$ cat src/rtl/mem_arb_pkg.sv
// mem_arb_pkg: state and grant encodings shared by the memory arbiter and its grant picker.
package mem_arb_pkg;

    typedef enum logic [1:0] {
        IDLE = 2'd0,
        INST = 2'd1,
        DATA = 2'd2
    } state_t;

    typedef logic [1:0] grant_t;

    localparam grant_t GNT_NONE = 2'd0;
    localparam grant_t GNT_INST = 2'd1;
    localparam grant_t GNT_DATA = 2'd2;

    function automatic state_t grant_state(input grant_t g);
        return (g == GNT_INST) ? INST : (g == GNT_DATA) ? DATA : IDLE;
    endfunction

endpackage

$ cat src/rtl/mem_arbiter_arb_pick.sv
// arb_pick: combinational grant choice between the fetch and data ports.
// MEM_ARB_ROUND_ROBIN_EN: ties go to the port not granted last; otherwise data always wins ties.
module arb_pick
    import mem_arb_pkg::*;
(
    input  logic   inst_elig,
    input  logic   data_elig,
`ifdef MEM_ARB_ROUND_ROBIN_EN
    input  grant_t last_grant,
`endif
    output grant_t grant
);

    logic tie_to_inst;

`ifdef MEM_ARB_ROUND_ROBIN_EN
    assign tie_to_inst = (last_grant == GNT_DATA);
`else
    assign tie_to_inst = 1'b0;
`endif

    always_comb begin
        grant = (inst_elig && data_elig) ? (tie_to_inst ? GNT_INST : GNT_DATA) :
                data_elig                ? GNT_DATA :
                inst_elig                ? GNT_INST : GNT_NONE;
    end

endmodule

$ cat src/rtl/mem_arbiter.sv
// mem_arbiter: shares one memory port between instruction fetch and data access, one transaction at a time.
// MEM_ARB_ROUND_ROBIN_EN selects round-robin tie breaking; the default build gives data fixed priority.
module mem_arbiter
    import mem_arb_pkg::*;
#(
    parameter int WORD_BITWIDTH = 32
) (
    input  logic                     clk,
    input  logic                     rst,
    input  logic                     inst_ce_i,
    input  logic [WORD_BITWIDTH-1:0] inst_addr_i,
    output logic [WORD_BITWIDTH-1:0] inst_data_o,
    output logic                     inst_valid_o,
    output logic                     inst_stall_o,
    input  logic                     data_ce_i,
    input  logic                     data_we_i,
    input  logic [WORD_BITWIDTH-1:0] data_addr_i,
    input  logic [WORD_BITWIDTH-1:0] data_wdata_i,
    output logic [WORD_BITWIDTH-1:0] data_rdata_o,
    output logic                     data_valid_o,
    output logic                     data_stall_o,
    output logic                     mem_req_o,
    output logic                     mem_we_o,
    output logic [WORD_BITWIDTH-1:0] mem_addr_o,
    output logic [WORD_BITWIDTH-1:0] mem_wdata_o,
    input  logic [WORD_BITWIDTH-1:0] mem_rdata_i,
    input  logic                     mem_ack_i
);

    state_t state, state_next;
    grant_t grant;
    logic   inst_elig, data_elig, granting, inst_done, data_done;

    // A port completing this cycle still shows the consumed request on ce_i.
    assign inst_elig = inst_ce_i && !inst_valid_o;
    assign data_elig = data_ce_i && !data_valid_o;
    assign inst_stall_o = inst_ce_i && !inst_valid_o;
    assign data_stall_o = data_ce_i && !data_valid_o;

    assign granting  = (state == IDLE) && (grant != GNT_NONE);
    assign inst_done = (state == INST) && mem_ack_i;
    assign data_done = (state == DATA) && mem_ack_i;

`ifdef MEM_ARB_ROUND_ROBIN_EN
    grant_t last_grant;

    always_ff @(posedge clk) begin
        if (rst)
            last_grant <= GNT_INST;
        else if (granting)
            last_grant <= grant;
    end

    arb_pick u_pick (
        .inst_elig  (inst_elig),
        .data_elig  (data_elig),
        .last_grant (last_grant),
        .grant      (grant)
    );
`else
    arb_pick u_pick (
        .inst_elig (inst_elig),
        .data_elig (data_elig),
        .grant     (grant)
    );
`endif

    always_ff @(posedge clk) begin
        state <= rst ? IDLE : state_next;
    end

    always_comb begin
        state_next = (state == IDLE) ? grant_state(grant) : (mem_ack_i ? IDLE : state);
    end

    always_ff @(posedge clk) begin
        if (rst) begin
            mem_req_o    <= 1'b0;
            mem_we_o     <= 1'b0;
            mem_addr_o   <= '0;
            mem_wdata_o  <= '0;
            inst_data_o  <= '0;
            data_rdata_o <= '0;
            inst_valid_o <= 1'b0;
            data_valid_o <= 1'b0;
        end else begin
            inst_valid_o <= inst_done;
            data_valid_o <= data_done;
            if (granting) begin
                mem_req_o   <= 1'b1;
                mem_addr_o  <= (grant == GNT_DATA) ? data_addr_i : inst_addr_i;
                mem_we_o    <= (grant == GNT_DATA) && data_we_i;
                mem_wdata_o <= (grant == GNT_DATA) ? data_wdata_i : '0;
            end else if (inst_done || data_done) begin
                mem_req_o <= 1'b0;
            end
            if (inst_done)
                inst_data_o <= mem_rdata_i;
            // mem_we_o still describes the transaction being acknowledged.
            if (data_done && !mem_we_o)
                data_rdata_o <= mem_rdata_i;
        end
    end

endmodule

$ cat config.mk
export PLATFORM = sky130hd
export DESIGN_NAME = mem_arbiter
export DESIGN_NICKNAME = d
export VERILOG_FILES = /design/src/rtl/mem_arb_pkg.sv /design/src/rtl/mem_arbiter_arb_pick.sv /design/src/rtl/mem_arbiter.sv
export SDC_FILE = /design/constraint.sdc
export NUM_CORES = 1
export LEC_CHECK = 0
export BUFFER_PORTS_ARGS = -buffer_cell sky130_fd_sc_hd__buf_2
export CORE_MARGIN = 2
export CORE_UTILIZATION = 41
export CTS_BUF_LIST = sky130_fd_sc_hd__clkbuf_8 sky130_fd_sc_hd__clkbuf_16
export DETAILED_ROUTE_END_ITERATION = 7
export HOLD_SLACK_MARGIN = 0.06
export MAX_ROUTING_LAYER = met4
export PLACE_DENSITY = 0.79
export SYNTH_ARGS = -nofsm -noshare
export SYNTH_HDL_FRONTEND = slang
export SYNTH_SLANG_ARGS = --single-unit
$ cat constraint.sdc
create_clock -name clk -period 1.4 [get_ports clk]
set_clock_uncertainty 0.2 [all_clocks]
set_input_delay 0.28 -clock clk [delete_from_list [all_inputs] [get_ports clk]]
set_output_delay 0.28 -clock clk [all_outputs]
set_load 0.01 [all_outputs]
==> results of run 1 <==
## sequential cells by signal, indices dropped and copies added, names as in the netlist
register and flops:
data_rdata_o 32, inst_data_o 32, mem_addr_o 32, mem_wdata_o 32, state 2, data_valid_o 1
inst_valid_o 1, mem_req_o 1, mem_we_o 1
## kinds of logic (layout without fill, tap and decap cells)
family / count (synthesis) / count (layout) / share of synthesized area (%)
multiplexers: 32 / 32 / 5.995
flip-flops: 134 / 134 / 50.21
AO/OA/AOI/OAI: 135 / 135 / 18.15
XOR/XNOR: 1 / 1 / 0.1640
AND/OR/NAND/NOR: 238 / 238 / 19.79
buffers and inverters: 59 / 501 / 5.691
other: 0 / 4 / 0
## per-layer routing
| layer | global-route usage [%] | share of wire (%) | routed length (um) | vias to the layer above |
|---|---|---|---|---|
| met2 | 54.41 | 51 | 14170 | 594 |
| met1 | 33.30 | 34 | 9465 | 3268 |
| met3 | 9.508 | 9.0 | 2504 | 160 |
| li1 | - | - | - | 2964 |
| met5 | - | 0 | 0 | - |
| met4 | 14.61 | 6.1 | 1699 | 0 |
## stage by stage
step / total power (uW) / setup slack, ns
global placement: 5701 / -0.1532
global route: 11170 / -0.3748
detailed placement: 5724 / -0.2219
floorplan: 5028 / -0.1424
CTS: 10180 / -0.2388
finish: 10910 / -0.3280
## repair_timing
| action | CTS | global route |
|---|---|---|
| pin swaps | 25 | 108 |
| resized for setup | 70 | 266 |
| cloned | 8 | 15 |
| setup buffers | 11 | 7 |
| hold buffers | 129 | 0 |
| setup endpoints to repair | 135 | 198 |
| hold endpoints to repair | 129 | 0 |
## critical path: stages, from the launching register on
cell and delay, ns:
dfxtp_2 0.33, nand2b_4 0.15, inv_6 0.05, buf_8 0.13
o211ai_1 0.18, buf_4 0.23, clkbuf_16 0.18, o211ai_1 0.12
## cell type report
class,instances,area (um2),share of cell area [%]
timing repair buffer,466,3961,37.23
multi-input combinational,406,3123,29.35
sequential,134,2775,26.08
clock buffer,18,439.2,4.127
tap,172,215.2,2.022
clock inverter,13,95.09,0.8936
inverter,4,22.52,0.2116
antenna,4,10.01,0.09406
## where the power goes
part           total (uW)  switching (uW)  internal (uW)
sequential           4240             167           4070
clock                4160            1730           2440
combinational        2510            1220           1280
total               10900            3120           7790
## cell usage in the layout, fill, tap and decap left out, types with 2 or more instances in the layout
cell	synthesis	routed
mux2i_2	0	4
mux2i_1	32	28
dfxtp_1	134	68
clkinvlp_4	0	4
dfxtp_4	0	4
inv_1	1	5
buf_4	4	30
dlygate4sd3_1	0	129
a21oi_1	65	3
a32o_2	29	29
dfxtp_2	0	62
nor2b_1	32	32
buf_16	0	7
nand2_4	0	59
nand2b_4	0	2
buf_6	5	36
nor2_1	4	3
a32o_1	4	4
clkinv_2	0	4
a21oi_2	0	61
nand2_2	0	8
buf_12	0	15
o211ai_1	33	33
diode_2	0	4
clkbuf_16	0	30
nand3_1	32	32
buf_2	22	232
buf_8	0	4
nand2_1	161	94
## worst max path at each step
stage | to | slack [ns]
after floorplan | mem_addr_o[22]$_SDFFE_PP0P_ | -0.14
after global placement | mem_addr_o[12]$_SDFFE_PP0P_ | -0.15
after detailed placement | mem_addr_o[0]$_SDFFE_PP0P_ | -0.22
after CTS | data_stall_o | -0.24
after global routing | mem_addr_o[13]$_SDFFE_PP0P_ | -0.37
final | mem_addr_o[15]$_SDFFE_PP0P_ | -0.33
==> impl_results.md, run 1 <==
* CP startpoint: data_valid_o$_SDFF_PP0_
* Final net count at roughly 1,200
* DRT iter0 DRCs at 697
* Startpoint Class: register
* First-pass GRT wire length at 34,240 um
* Pwr Density at approximately 1000 nW/um2
* P&R area growth vs syn at 99.18%
* Synthesized area at ~5300 um2
* WS Path Type: reg -> reg
* Post-route antenna net violation count at 0
* Syn Nets at ~730
* CTS Buf Count at 17
* Synth top area cells: dfxtp_1 50%, nand2_1 11%, a32o_2 6.1%
* Worst R2R End: mem_addr_o[15]$_SDFFE_PP0P_
* I/O pin count at 268
* Final Cell Area at 10,640 um2
* Final setup violation count at between 100 and 150
* Starting Density at a little over two fifths
* DP HPWL at about 11,000 um
* Clock slew seen by the registers of the worst setup and hold paths at approximately 0.06 ns
* Core Region at 12,670 um2
* Slew HR at approximately 75%
* Gr ovfl total at 0
* Post-synthesis sequential area ratio at 50.21%
* Peak supply drop at slightly below 1 mV
* Final Slew Violations at 0
* Tcrit/Tclk final at 123.4%
* Routed vias/inst at 5.740
* Hold EP: inst_data_o[3]$_SDFFE_PP0P_
* Clock Sink Count at between 100 and 150
* RSZ-0062 raised after global routing: true
* Gr usage total at between 30% and 40%
* Synthesized area per cell at ~8.9 um2
* Vias in the first global route at around 6,600
* Async S/R FF share, synth at 0%
* Placer Congestion at 0.8117
* Synth top area share at about 50%
* Chip width at between 100 and 150 um
* Setup TNS Final at -21.22 ns
* CTS H-tree lvls at 4
* Placed cell count at 1,015
* Worst-case reg-to-reg path depth at 7
* Post-Route WL at ~28,000 um
* Synth unique cells at 30
* Layout cells sized above 1 at a little under 60%
* Die area at ~14,000 um2
* Detailed-route via count at approximately 7,000
* Clk_lat worst skew at around 0.42 ns
* Largest net degree at the start of global routing at 55
* Data required time at the worst endpoint at between 1 and 1.5 ns
* Min-delay worst type: in -> reg
* Number of synthesized flops with an enable pin at 0
* Area leader, netlist: dfxtp_1
* Non-filler instance count after layout at between 1,000 and 1,500
* Gate count after technology mapping at between 500 and 600
* Worst r2r src: data_valid_o$_SDFF_PP0_
* Port-buffer cells at around 270
* FP Rows at 41
* Yosys reg bits at between 100 and 150
* Failing checks: setup timing
* Yosys warns at 0
* Placed Area at 7020 um2
* Setup slack on the worst flop-to-flop path at -0.33 ns
* Worst-path maximum fanout at 6
* Final hold slack at 0.1269 ns
* Ys flop type: dfxtp_1
* Clock buffer depth at 2
* MaxCap Viol Count at 0
* Fmax at 578.7 MHz
* Hold depth at 3
* Crit path arrival time at roughly 1.8 ns
* Final setup margin at -0.3280 ns
* Hold path start: rst
* Leakage at ~0.005 uW
* Fin. Hold Viols at 0
* Min cycle time layout at 1.728 ns
* Residual DRC at 0
* Crit end category: register
* Fill cell count at 606
* Commonest cells in the netlist: 161 x nand2_1, 134 x dfxtp_1, 65 x a21oi_1
* CTS root buf: clkbuf_16
* Worst slew pin tran at 0.3817 ns
* DIE HEIGHT at approximately 120 um
* Top-count cell post-synth: nand2_1
* Status: finished, violations left
* Utilization after layout at between 80% and 90%
* DRT Pass-1 Iters at 6
* CTS tree: built
* Wire per inst at about 23 um
* Initial antenna violation count at 3
Power figures use the tool's default switching activity.
==> inputs of run 2 (changes only) <==
--- a/config.mk
+++ b/config.mk
@@ -6,6 +6,7 @@
 export NUM_CORES = 1
 export LEC_CHECK = 0
 export BUFFER_PORTS_ARGS = -buffer_cell sky130_fd_sc_hd__buf_2
+export CAP_MARGIN = 20
 export CORE_MARGIN = 2
 export CORE_UTILIZATION = 41
 export CTS_BUF_LIST = sky130_fd_sc_hd__clkbuf_8 sky130_fd_sc_hd__clkbuf_16
@@ -16,3 +17,4 @@
 export SYNTH_ARGS = -nofsm -noshare
 export SYNTH_HDL_FRONTEND = slang
 export SYNTH_SLANG_ARGS = --single-unit
+export TNS_END_PERCENT = 50
==> constraint.sdc (replaced) <==
create_clock -name clk -period 1.4 [get_ports clk]
set_clock_uncertainty 0.2 [all_clocks]
set_input_delay 0.21 -clock clk [delete_from_list [all_inputs] [get_ports clk]]
set_output_delay 0.21 -clock clk [all_outputs]
set_load 0.01 [all_outputs]
==> run 2 against run 1 <==
Net effect: the flow still finishes with violations (setup timing); global-route usage down 1.2 points; sequential cell count is the same; sequential share of layout area up 2.7 points; non-clock buffer count shrank 19; via count down 6.3%; hold slack got worse by 0.034 ns; combinational power fell by 18%; register-to-register slack better by 0.08 ns; highest routed layer unchanged.
==> impl_results.md, run 2 (synthesized netlist as in run 1, its figures left out) <==
* WS Path Type: reg -> reg
* Placer Congestion at 0.8050 (-0.83%)
* Worst slew pin tran at 0.3788 ns (-0.002893 ns)
* MaxCap Viol Count at 0 (unchanged)
* Pint at 7732 uW (-0.71%)
* Status: finished, violations left
* Final setup margin at -0.2483 ns (+0.07967 ns)
* NetSw at 2749 uW (-12%)
* CTS Buf Count at 17 (unchanged)
* Fmax at 606.7 MHz (+4.8%)
* Clock power share at 40.3% (+2.1 points)
* CTS root buf: clkbuf_16
* Fill cell count at 779 (+29%)
* Residual DRC at 0 (unchanged)
* Layout cells sized above 1 at 41.18% (-17 points)
* P&R area growth vs syn at 75.27%
* Wire per inst at 19.04 um (-17%)
* DRT iter0 DRCs at 766 (+9.9%)
* Setup slack on the worst flop-to-flop path at -0.25 ns (+0.08 ns)
* Clock slew seen by the registers of the worst setup and hold paths at 0.06 ns (about the same)
* Failing checks: setup timing
* Comb pwr share at 19.7% (-3.3 points)
* Clock Sink Count at 134 (unchanged)
* Post-route antenna net violation count at 0 (unchanged)
* Routed vias/inst at 5.489 (-4.4%)
* Pwr Density at 1119 nW/um2 (+9.2%)
* Utilization after layout at 73.90% (-10 points)
* DRT Pass-1 Iters at 5 (-1)
* Gr usage total at 30.47% (-1.2 points)
* I/O pin count at 268 (unchanged)
* Crit end category: register
* Vias in the first global route at 6,351 (-4.1%)
* Fraction of power consumed by sequential logic at 40.0% (+1.2 points)
* Clk_lat worst skew at 0.41 ns (about the same)
* Switch share at 26.23% (-2.4 points)
* Commonest cells after routing, fill and taps aside: 264 x buf_2, 161 x nand2_1, 130 x dlygate4sd3_1
* Final net count at 1,144 (-1.6%)
* First-pass GRT wire length at 33,040 um (-3.5%)
* Port-buffer cells at 267 (unchanged)
* Core Region at 12,670 um2 (unchanged)
* FP Rows at 41 (unchanged)
* Detailed-route via count at 6,543 (-6.3%)
* Ant. Diodes at 0 (-4)
* Slew HR at 74.75% (+0.19 points)
* Area of the multi-input gates at 2520 um2 (-19%)
* Starting Density at 42.16% (unchanged)
* Register area at 2691 um2 (-3.0%)
* CTS H-tree lvls at 4 (unchanged)
* Final setup violation count at 103 (-26%)
* Clock buffer depth at 2 (unchanged)
* Most common cell after layout, fill and taps aside: buf_2
* Startpoint Class: register
* Crit path arrival time at 1.80 ns (about the same)
* Placed cell count at 1,013 (-0.20%)
* Tcrit/Tclk final at 117.7% (-5.7 points)
* Die area at 13,960 um2 (unchanged)
* Final Slew Violations at 0 (unchanged)
* DIE HEIGHT at 118.2 um (unchanged)
* Peak supply drop at 0.7001 mV (-28%)
* Data required time at the worst endpoint at 1.56 ns (+0.09 ns)
* Chip width at 118.2 um (unchanged)
* RSZ-0062 raised after global routing: true
* CTS tree: built
* Initial antenna violation count at 0 (-3)
* Gr ovfl total at 0 (unchanged)
* Min cycle time layout at 1.648 ns (-0.07967 ns)
* Min-delay worst type: in -> reg
* DP HPWL at 10,620 um (-1.4%)
* Fin. Hold Viols at 0 (unchanged)
* Worst-path maximum fanout at 8 (+2)
* Leakage at 0.004325 uW (-14%)
* Non-filler instance count after layout at 1,192 (-2.1%)
* Post-Route WL at 22,690 um (-18%)
* Largest net degree at the start of global routing at 65 (+18%)
* Final hold slack at 0.09311 ns (-0.03378 ns)
run 2: cell count changes in the layout (fill, tap and decap cells not counted), sizes merged, moves of 2 or more:
cell / change
clkinvlp: -2
diode: -4
clkbuf: -7
buf: -13
run 2: metal layers:
metal	vias up	GRT usage, %	part of all wire, %
met1	3031	34.36	36
met3	96	8.060	10
li1	2916	-	-
met5	-	-	0
met4	0	15.36	4.4
met2	500	49.82	49
run 2: worst paths after layout:
check                                    start                            to  cells past startpoint
hold reg to reg   inst_data_o[22]$_SDFFE_PP0P_  inst_data_o[22]$_SDFFE_PP0P_                      2
setup / recovery       data_valid_o$_SDFF_PP0_  mem_wdata_o[20]$_SDFFE_PP0P_                      7
setup reg to reg       data_valid_o$_SDFF_PP0_  mem_wdata_o[20]$_SDFFE_PP0P_                      7
hold / removal                             rst  data_rdata_o[5]$_SDFFE_PP0P_                      3
run 2: repair_timing:
action | CTS | global route
hold endpoints to repair | 130 | 0
pin swaps | 1 | 6
resized for setup | 18 | 40
hold buffers | 130 | 0
buffers inserted | 6 | 4
cloned | 3 | 7
endpoints found under the setup margin | 134 | 132
run 2: critical path, stage by stage (launching register included):
cell and delay [ns]:
dfxtp_2 0.32, nand2b_4 0.15, buf_4 0.14, buf_6 0.12
nor3_4 0.18, buf_6 0.18, clkbuf_16 0.16, a32o_2 0.13
run 2: area by class of cell:
class	instances	share of cell area [%]
tap	172	2.298
inverter	4	0.2405
timing repair buffer	447	35.90
sequential	134	28.74
clock buffer	18	4.690
clock inverter	11	1.216
multi-input combinational	406	26.91
run 2: power groups by stage:
stage	clock network [uW]	registers (uW)	logic [uW]
global route	4420	4210	2170
CTS	4250	4170	1840
global placement	0	4240	1450
finish	4230	4190	2060
detailed placement	0	4240	1470
floorplan	0	4340	682
run 2: metrics by stage:
step	worst slack [ns]	area (um2)	setup TNS, ns	total power, uW
floorplan	-0.1424	5369	-9.298	5023
global placement	-0.1080	7018	-8.499	5684
detailed placement	-0.1549	7018	-12.34	5709
CTS	-0.1863	9051	-12.48	10250
global route	-0.2913	9364	-24.51	10800
finish	-0.2483	9364	-18.04	10480
==> inputs of run 3 (changes only) <==
--- a/config.mk
+++ b/config.mk
@@ -8,12 +8,13 @@
 export BUFFER_PORTS_ARGS = -buffer_cell sky130_fd_sc_hd__buf_2
 export CAP_MARGIN = 20
 export CORE_MARGIN = 2
-export CORE_UTILIZATION = 41
+export CORE_UTILIZATION = 49
 export CTS_BUF_LIST = sky130_fd_sc_hd__clkbuf_8 sky130_fd_sc_hd__clkbuf_16
 export DETAILED_ROUTE_END_ITERATION = 7
+export GPL_TIMING_DRIVEN = 0
 export HOLD_SLACK_MARGIN = 0.06
 export MAX_ROUTING_LAYER = met4
-export PLACE_DENSITY = 0.79
+export PLACE_DENSITY = 0.88
 export SYNTH_ARGS = -nofsm -noshare
 export SYNTH_HDL_FRONTEND = slang
 export SYNTH_SLANG_ARGS = --single-unit
==> constraint.sdc (replaced) <==
create_clock -name clk -period 2.07 [get_ports clk]
set_clock_uncertainty 0.2 [all_clocks]
set_input_delay 0.3105 -clock clk [delete_from_list [all_inputs] [get_ports clk]]
set_output_delay 0.3105 -clock clk [all_outputs]
set_load 0.01 [all_outputs]
==> run 3 against run 2 <==
Net effect: the run now ends clean; combinational power decreased by 41%; count of clock-buffer cells in the layout fell by 1; sequential share of layout area up 1.9 points; utilization up 7.5 points; cell count down 1.8%; power decreased by 34%; via count shrank 1.4%; design area decreased by 6.6%; die area decreased by 16%; sequential cell count is the same; register-to-register slack improved by 0.33 ns; largest power group unchanged.
==> impl_results.md, run 3 (synthesized netlist as in run 1, its figures left out) <==
* Clock Sink Count at 134 (unchanged)
* CTS H-tree lvls at 4 (unchanged)
* First-pass GRT wire length at 31,910 um (-3.4%)
* FP Rows at 38 (-7.3%)
* Gr ovfl total at 0 (unchanged)
* Clock buffer depth at 2 (unchanged)
* Min-delay worst type: in -> reg
* Most common cell after layout, fill and taps aside: buf_2
* Die area at 11,750 um2 (-16%)
* Starting Density at 49.72% (+7.6 points)
* Setup TNS Final at 0 ns (+18.04 ns)
* Wire per inst at 18.09 um (-5.0%)
* Peak supply drop at 0.5823 mV (-17%)
* CTS tree: built
* Chip width at 108.4 um (-8.2%)
* Data required time at the worst endpoint at 2.26 ns (+0.70 ns)
* Residual DRC at 0 (unchanged)
* Vias in the first global route at 6,463 (+1.8%)
* Crit end category: register
* Worst slew pin tran at 0.5803 ns (+0.2014 ns)
* Placed Area at 6854 um2 (-2.3%)
* Startpoint Class: register
* I/O pin count at 268 (unchanged)
* CP startpoint: data_valid_o$_SDFF_PP0_
* Hold path start: data_ce_i
* Final net count at 1,150 (+0.52%)
* Setup slack on the worst flop-to-flop path at 0.08 ns (+0.33 ns)
* Crit path arrival time at 2.18 ns (+0.38 ns)
* Gr usage total at 36.24% (+5.8 points)
* Placer Congestion at 0.8070 (+0.25%)
* Post-Route WL at 21,170 um (-6.7%)
* Largest net degree at the start of global routing at 19 (-71%)
* Detailed-route via count at 6,454 (-1.4%)
* Fmax at 502.3 MHz (-17%)
* CTS Buf Count at 17 (unchanged)
* MaxCap Viol Count at 0 (unchanged)
* Crit path to: mem_addr_o[24]$_SDFFE_PP0P_
* Worst r2r src: data_valid_o$_SDFF_PP0_
* Tcrit/Tclk final at 96.17% (-22 points)
* DRT iter0 DRCs at 512 (-33%)
* Clk_lat worst skew at 0.50 ns (+0.09 ns)
* RSZ-0062 raised after global routing: false
* CTS root buf: clkbuf_8
* Status: finished, final reports clean
* DRT Pass-1 Iters at 5 (unchanged)
* DP HPWL at 11,930 um (+12%)
* Initial antenna violation count at 1 (+1)
* Core Region at 10,750 um2 (-15%)
* Worst-case reg-to-reg path depth at 6 (-1)
* Leakage at 0.004112 uW (-4.9%)
* Layout cells sized above 1 at 35.47% (-5.7 points)
* Worst R2R End: mem_addr_o[24]$_SDFFE_PP0P_
* DIE HEIGHT at 108.4 um (-8.2%)
* Fin. Hold Viols at 0 (unchanged)
* Worst-path cell chain: nand2b_1, buf_6, clkinv_8, mux2i_2, dlygate4sd3_1, o211ai_1
* Final hold slack at 0.09241 ns (-0.0006968 ns)
* Port-buffer cells at 267 (unchanged)
* Critical Path Slowest Stage Cell: dlygate4sd3_1
* Commonest cells after routing, fill and taps aside: 289 x buf_2, 161 x nand2_1, 134 x dfxtp_1
* Final Cell Area at 8746 um2 (-6.6%)
* Post-route antenna net violation count at 0 (unchanged)
* Fill cell count at 570 (-27%)
* P&R area growth vs syn at 63.70%
* Worst-path maximum fanout at 18 (+10)
* Slew HR at 61.32% (-13 points)
* Min cycle time layout at 1.991 ns (+0.3424 ns)
* Final Slew Violations at 0 (unchanged)
* Critical path's largest stage delay at 0.59 ns (+0.27 ns)
* Utilization after layout at 81.39% (+7.5 points)
* Final setup violation count at 0 (-100%)
* WS Path Type: reg -> reg
* Routed vias/inst at 5.516 (+0.49%)
* Clock slew seen by the registers of the worst setup and hold paths at 0.07 ns (about the same)
* Pwr Density at 788.3 nW/um2 (-30%)
==> run 3: cell types whose count changed in the layout (fill, tap and decap cells not counted), sizes merged <==
cell         delta
clkinvlp        +3
bufinv          -1
inv             +2
clkbuf         +17
dlygate4sd3     +1
buf            -13
diode           +1
==> run 3: layout make-up <==
class	count	area, um2	share of cell area [%]
inverters	4	27.53	0.3147
multi-input cells	406	2360	26.98
flip-flops and latches	134	2683	30.67
clock buffers	17	414.1	4.735
well taps	140	175.2	2.003
diodes	1	2.502	0.02861
repair buffers	399	2655	30.36
plain buffers	54	284.0	3.247
clock inverters	15	145.1	1.660
==> run 3: stage by stage <==
| step | power, uW | setup slack, ns | std cells |
|---|---|---|---|
| 2_1_floorplan | 3388 | 0.4528 | 599 |
| 3_3_place_gp | 3793 | 0.1229 | 1006 |
| 3_5_place_dp | 3814 | 0.1283 | 1006 |
| 4_1_cts | 6824 | 0.03358 | 1168 |
| 5_1_grt | 7116 | 0.003906 | 1170 |
| 6_report | 6894 | 0.07928 | 1170 |
==> run 3: routing by layer <==
metal	global-route usage, %	up-vias	part of all wire (%)
li1	-	2920	-
met1	37.75	3003	37
met2	61.70	438	50
met3	9.343	93	8.2
met4	21.25	0	4.6
met5	-	-	0
==> run 3: worst min path at each step <==
stage,slack (ns),depth (start not counted),endpoint
3_3_place_gp,0.24,2,data_rdata_o[17]$_SDFFE_PP0P_
4_1_cts,0.1,5,mem_addr_o[0]$_SDFFE_PP0P_
3_5_place_dp,0.25,2,data_rdata_o[8]$_SDFFE_PP0P_
6_report,0.09,5,mem_addr_o[0]$_SDFFE_PP0P_
5_1_grt,0.09,5,mem_addr_o[31]$_SDFFE_PP0P_
2_1_floorplan,0.24,2,data_valid_o$_SDFF_PP0_
==> run 3: what timing repair did <==
action / 4_1_cts / 5_1_grt
gates resized for setup: 1 / 6
hold buffers: 131 / 0
pin swaps: 0 / 1
setup buffers: 0 / 1
hold endpoints to repair: 132 / 0
endpoints found under the setup margin: 1 / 6
==> run 3: critical path, delay by kind of cell (launching register included) <==
family                 cells  cell delay, ns
and+or+nand+nor            1            0.15
buffers and inverters      3            0.86
AOI/OAI and AO/OA          1            0.08
DFF                        1            0.32
muxes                      1            0.26
==> run 3: where the power goes <==
| group | internal [uW] | switching [uW] |
|---|---|---|
| combinational | 591 | 627 |
| sequential | 2740 | 85.7 |
| clock | 1620 | 1230 |
